File: src/rtl/rv_interrupt_controller_pkg.sv
// rv_interrupt_controller_pkg: shared core constants and interrupt FSM state type
package rv_interrupt_controller_pkg;
    localparam int         DEF_PC_W      = 12;
    localparam logic [6:0] SYSTEM_OPCODE = 7'b1110011;
    typedef enum logic {IDLE, IN_ISR} isr_state_t;
endpackage

File: src/rtl/rv_interrupt_controller.sv
// rv_interrupt_controller: single-source non-nesting interrupt entry/return at safe fetch boundaries
// Ports: clk, nrst (async active-high reset), PC/if_opcode (IF instruction),
// interrupt_signal (level line, rising-edge triggered), exe_correction/if_prediction/
// id_sel_pc/if_clk_en (pipeline control flow), sel_ISR/ret_ISR (PC mux pulses),
// ISR_en (inside ISR), ISR_stall (squash IF), save_PC (return address).
module rv_interrupt_controller
    import rv_interrupt_controller_pkg::*;
#(
    parameter logic [6:0] RET_OPCODE = SYSTEM_OPCODE,
    parameter int         PC_W       = DEF_PC_W
) (
    input  logic            clk,
    input  logic            nrst,
    input  logic [PC_W-1:0] PC,
    input  logic [6:0]      if_opcode,
    input  logic            interrupt_signal,
    input  logic [1:0]      exe_correction,
    input  logic            if_prediction,
    input  logic            id_sel_pc,
    input  logic            if_clk_en,
    output logic            sel_ISR,
    output logic            ret_ISR,
    output logic            ISR_en,
    output logic            ISR_stall,
    output logic [PC_W-1:0] save_PC
);
    isr_state_t state, state_n;
    logic       int_q, pending, safe, rise;
    // A redirect from any stage or a stalled IF makes the fetch boundary unsafe.
    assign safe = if_clk_en & (exe_correction == 2'b00) & ~if_prediction & ~id_sel_pc;
    assign rise = interrupt_signal & ~int_q;
    always_comb begin
        state_n   = state;
        sel_ISR   = 1'b0;
        ret_ISR   = 1'b0;
        ISR_en    = state == IN_ISR;
        sel_ISR   = (state == IDLE) & pending & safe;
        ret_ISR   = (state == IN_ISR) & (if_opcode == RET_OPCODE) & safe;
        ISR_stall = sel_ISR | ret_ISR;
        state_n   = sel_ISR ? IN_ISR : ret_ISR ? IDLE : state;
    end
    always_ff @(posedge clk or posedge nrst) begin
        if (nrst) begin
            state   <= IDLE;
            int_q   <= 1'b0;
            pending <= 1'b0;
            save_PC <= '0;
        end else begin
            state   <= state_n;
            int_q   <= interrupt_signal;
            // A new edge coinciding with entry re-arms the request.
            pending <= rise | (pending & ~sel_ISR);
            if (sel_ISR) save_PC <= PC;
        end
    end
endmodule

File: config.mk
export PLATFORM = sky130hd
export DESIGN_NAME = rv_interrupt_controller
export DESIGN_NICKNAME = d
export VERILOG_FILES = /design/src/rtl/rv_interrupt_controller_pkg.sv /design/src/rtl/rv_interrupt_controller.sv
export SDC_FILE = /design/constraint.sdc
export NUM_CORES = 1
export LEC_CHECK = 0
export BUFFER_PORTS_ARGS = -buffer_cell sky130_fd_sc_hd__buf_2
export CAP_MARGIN = 20
export CORE_MARGIN = 4
export CORE_UTILIZATION = 40
export DETAILED_ROUTE_END_ITERATION = 7
export GPL_TIMING_DRIVEN = 1
export PLACE_DENSITY = 0.87
export SYNTH_ARGS = -nofsm -noshare
export SYNTH_HDL_FRONTEND = slang
export SYNTH_SLANG_ARGS = --single-unit
File: constraint.sdc
create_clock -name clk -period 2.1 [get_ports clk]
set_input_delay 0 -clock clk [delete_from_list [all_inputs] [get_ports clk]]
set_output_delay 0 -clock clk [all_outputs]
set_load 0.01 [all_outputs]
==> results by group <==
GRT
  – Total GRT Usage: around 15%
  – Largest net degree at the start of global routing: 16
  – Met3 usage: 4.89%
  – Antenna violations before repair: 0
  – First-pass GRT wire length: 2.88 mm
  – M2 GR Usage: about 27%
  – Final global-route overflow total: 0
  – Gr busiest metal: met2
  – Vias in the first global route: 637
  – M1 GR Usage: around 17%

STA
  – Min Tclk post-route: 1.35 ns
  – Setup-failing EPs final: 0
  – Max-slew violations: 0
  – Final setup TNS: 0 ns
  – RSZ-0062 raised after global routing: false
  – Worst-Margin Slew: 0.569 ns
  – Worst rel slew slack: 62.0%
  – Clk_skew: 0.00776 ns
  – Final hold viol count: 0
  – Peak Freq: 0.742 GHz
  – Final worst-path cycle share: 64.1%

Floorplanning
  – Die ar.: 2430 µm²
  – Initial Util: 43.8%
  – Die Span Y: 49.3 µm
  – Boundary Pins: 43
  – Number of core rows: 14
  – Die X: 49.3 µm
  – Core Box Area: 1560 µm²

Synthesis
  – Synthesis-stage register bit count: 15
  – Cell Area, Synth: 683 µm²
  – Synth Warn #: 0
  – Post-Syn Area per Cell: 15.5 µm²
  – Syn Inst Count: 44
  – Number of distinct library cells after synthesis: 16
  – Syn nets: 71
  – Sequential-to-total area share from yosys stat: 54.9%

Drt
  – Routed WL: around 1.7 mm
  – Vias: 572
  – Iteration-0 DRC count of the detailed router: 5
  – Vias per cell: 4.81
  – Final ANT Viol Nets: 0
  – Drt drc: 0
  – Drt first pass iters: 4
  – WL/cell: roughly 14 µm

Placed design
  – Post-DP HPWL: 1.19 mm
  – Port bufs: 42
  – GP Congestion: 0.707
  – Placed cell count: 101

Setup path
  – CP max FO: 15
  – Worst path cell trace: inv_1, nand4_4, inv_1, buf_2
  – Crit path max-delay family: flip-flops
  – Worst path arrival time: 1.35 ns
  – Crit path top cell by count: inv_1
  – CP Launch Type: register
  – CP max-delay cell: dfrtp_1
  – Worst Setup End Kind: output port
  – Crit path buf inv count: 3
  – Maximum cell stage delay along the critical path: 0.41 ns
  – Worst EP required: 2.10 ns
  – Setup CP Type: reg2out

Clocking
  – Post CTS Setup Buffer Count: 0
  – Worst-case clock buffer depth: 2
  – # clock sinks: 15
  – Clock latency on the worst-skew pair: 0.27 ns
  – Root Buffer: clkbuf_4
  – Post-cts sizing count: 0
  – Clock tree from TritonCTS: built
  – Clk pin slew, worst setup/hold paths: 0.09 ns
  – Hold buffer count at cts: 14
  – CTS Buf Count: 3
  – H-tree Lvls: 1

Min path
  – Hold WC Path Type: in2reg

Pwr
  – Final Power: 0.517 mW
  – Pwr dens: 484 nW/µm²
  – Worst VDD drop: 0.375 mV
  – P_leak: 0.618 nW

Layout
  – Fillers: between 100 and 150
  – Area Growth Syn to Fin: 56.4%
  – Nets: about 130
  – Antenna diodes: 0
  – Share of cells above drive strength 1: 61.2%
  – Final std cells w/o fill: 119

Outcome
  – Status: finished, final reports clean

Job
  – Max_cap viols: 0
[metal layers]
metal,wire length (µm),part of all wire (%),vias up
li1,-,-,276
met1,609,36,267
met2,909,54,27
met3,127,7.6,2
met4,22,1.3,0
met5,0,0,-
[path summary, 6_finish.rpt]
check | to | cells past startpoint | startpoint | slack (ns)
min | ISR_en$_DFFE_PP0P_ | 4 | exe_correction[0] | 0.13
max | sel_ISR | 4 | ISR_en$_DFFE_PP0P_ | 0.75
max in group asynchronous | save_PC[9]$_DFFE_PP0P_ | 3 | nrst | 1.38
min in group asynchronous | save_PC[2]$_DFFE_PP0P_ | 3 | nrst | 0.34
min reg2reg | save_PC[3]$_DFFE_PP0P_ | 1 | save_PC[3]$_DFFE_PP0P_ | 0.51
max reg2reg | save_PC[9]$_DFFE_PP0P_ | 3 | ISR_en$_DFFE_PP0P_ | 0.77
[sequential cells by signal, summed over array words and instances, names as in the netlist]
name,cells
pending,1
int_q,1
ISR_en,1
save_PC,12
[power breakdown]
group / leakage [nW] / internal, mW / switching, mW
registers: 0.197 / 0.292 / 0.00162
clock network: 0.0150 / 0.0735 / 0.0834
logic: 0.406 / 0.0424 / 0.0241
total: 0.618 / 0.408 / 0.109
[worst reg2reg max path, stage by stage, from the launching register on]
cell	delay (ns)
dfrtp_1	0.41
inv_1	0.12
nand4_4	0.28
mux2_4	0.40
[cell type report]
class,instances,area [µm²],share of cell area (%)
Sequential cell,15,375,35.1
Timing Repair Buffer,56,350,32.8
Multi-Input combinational cell,24,282,26.3
Clock buffer,4,26.3,2.46
Tap cell,16,20.0,1.87
Inverter,4,15.0,1.41
[metrics by stage]
step	area, µm²	hold slack [ns]	util [%]	worst slack [ns]
finish	1070	0.131	68.5	0.753
floorplan	683	-0.0985	-	0.863
global route	1070	0.180	68.5	0.658
global placement	902	0.0624	57.9	0.844
CTS	1070	0.142	68.5	0.741
detailed placement	902	0.0787	57.9	0.791
[cell usage after synthesis]
master / instances / area, µm²
and3_2: 1 / 7.51
inv_1: 4 / 15.0
nand4b_1: 2 / 17.5
nor4_2: 1 / 12.5
nor3b_4: 1 / 18.8
o21ai_0: 1 / 5.00
or3b_1: 1 / 8.76
nor2_1: 1 / 3.75
buf_6: 1 / 11.3
a22o_2: 1 / 10.0
or2_2: 1 / 6.26
nand4_4: 1 / 21.3
mux2_2: 5 / 56.3
o2bb2ai_1: 1 / 8.76
mux2_4: 7 / 105
dfrtp_1: 15 / 375
[cells in the final DEF (no fill, tap or decap), types with 2 or more instances in the layout]
master and count:
buf_2 42, clkbuf_4 3, dfrtp_1 15, dlygate4sd3_1 14
inv_1 4, mux2_2 5, mux2_4 7, nand4b_1 2
[cell families (layout without fill, tap and decap cells)]
group / after synthesis / after routing / synth area share (%)
and+or+nand+nor: 9 / 9 / 14.1
DFF: 15 / 15 / 54.9
buffers and inverters: 5 / 64 / 3.85
AOI/OAI and AO/OA: 3 / 3 / 3.48
muxes: 12 / 12 / 23.6
No activity file was read; power rests on OpenSTA's default activity.
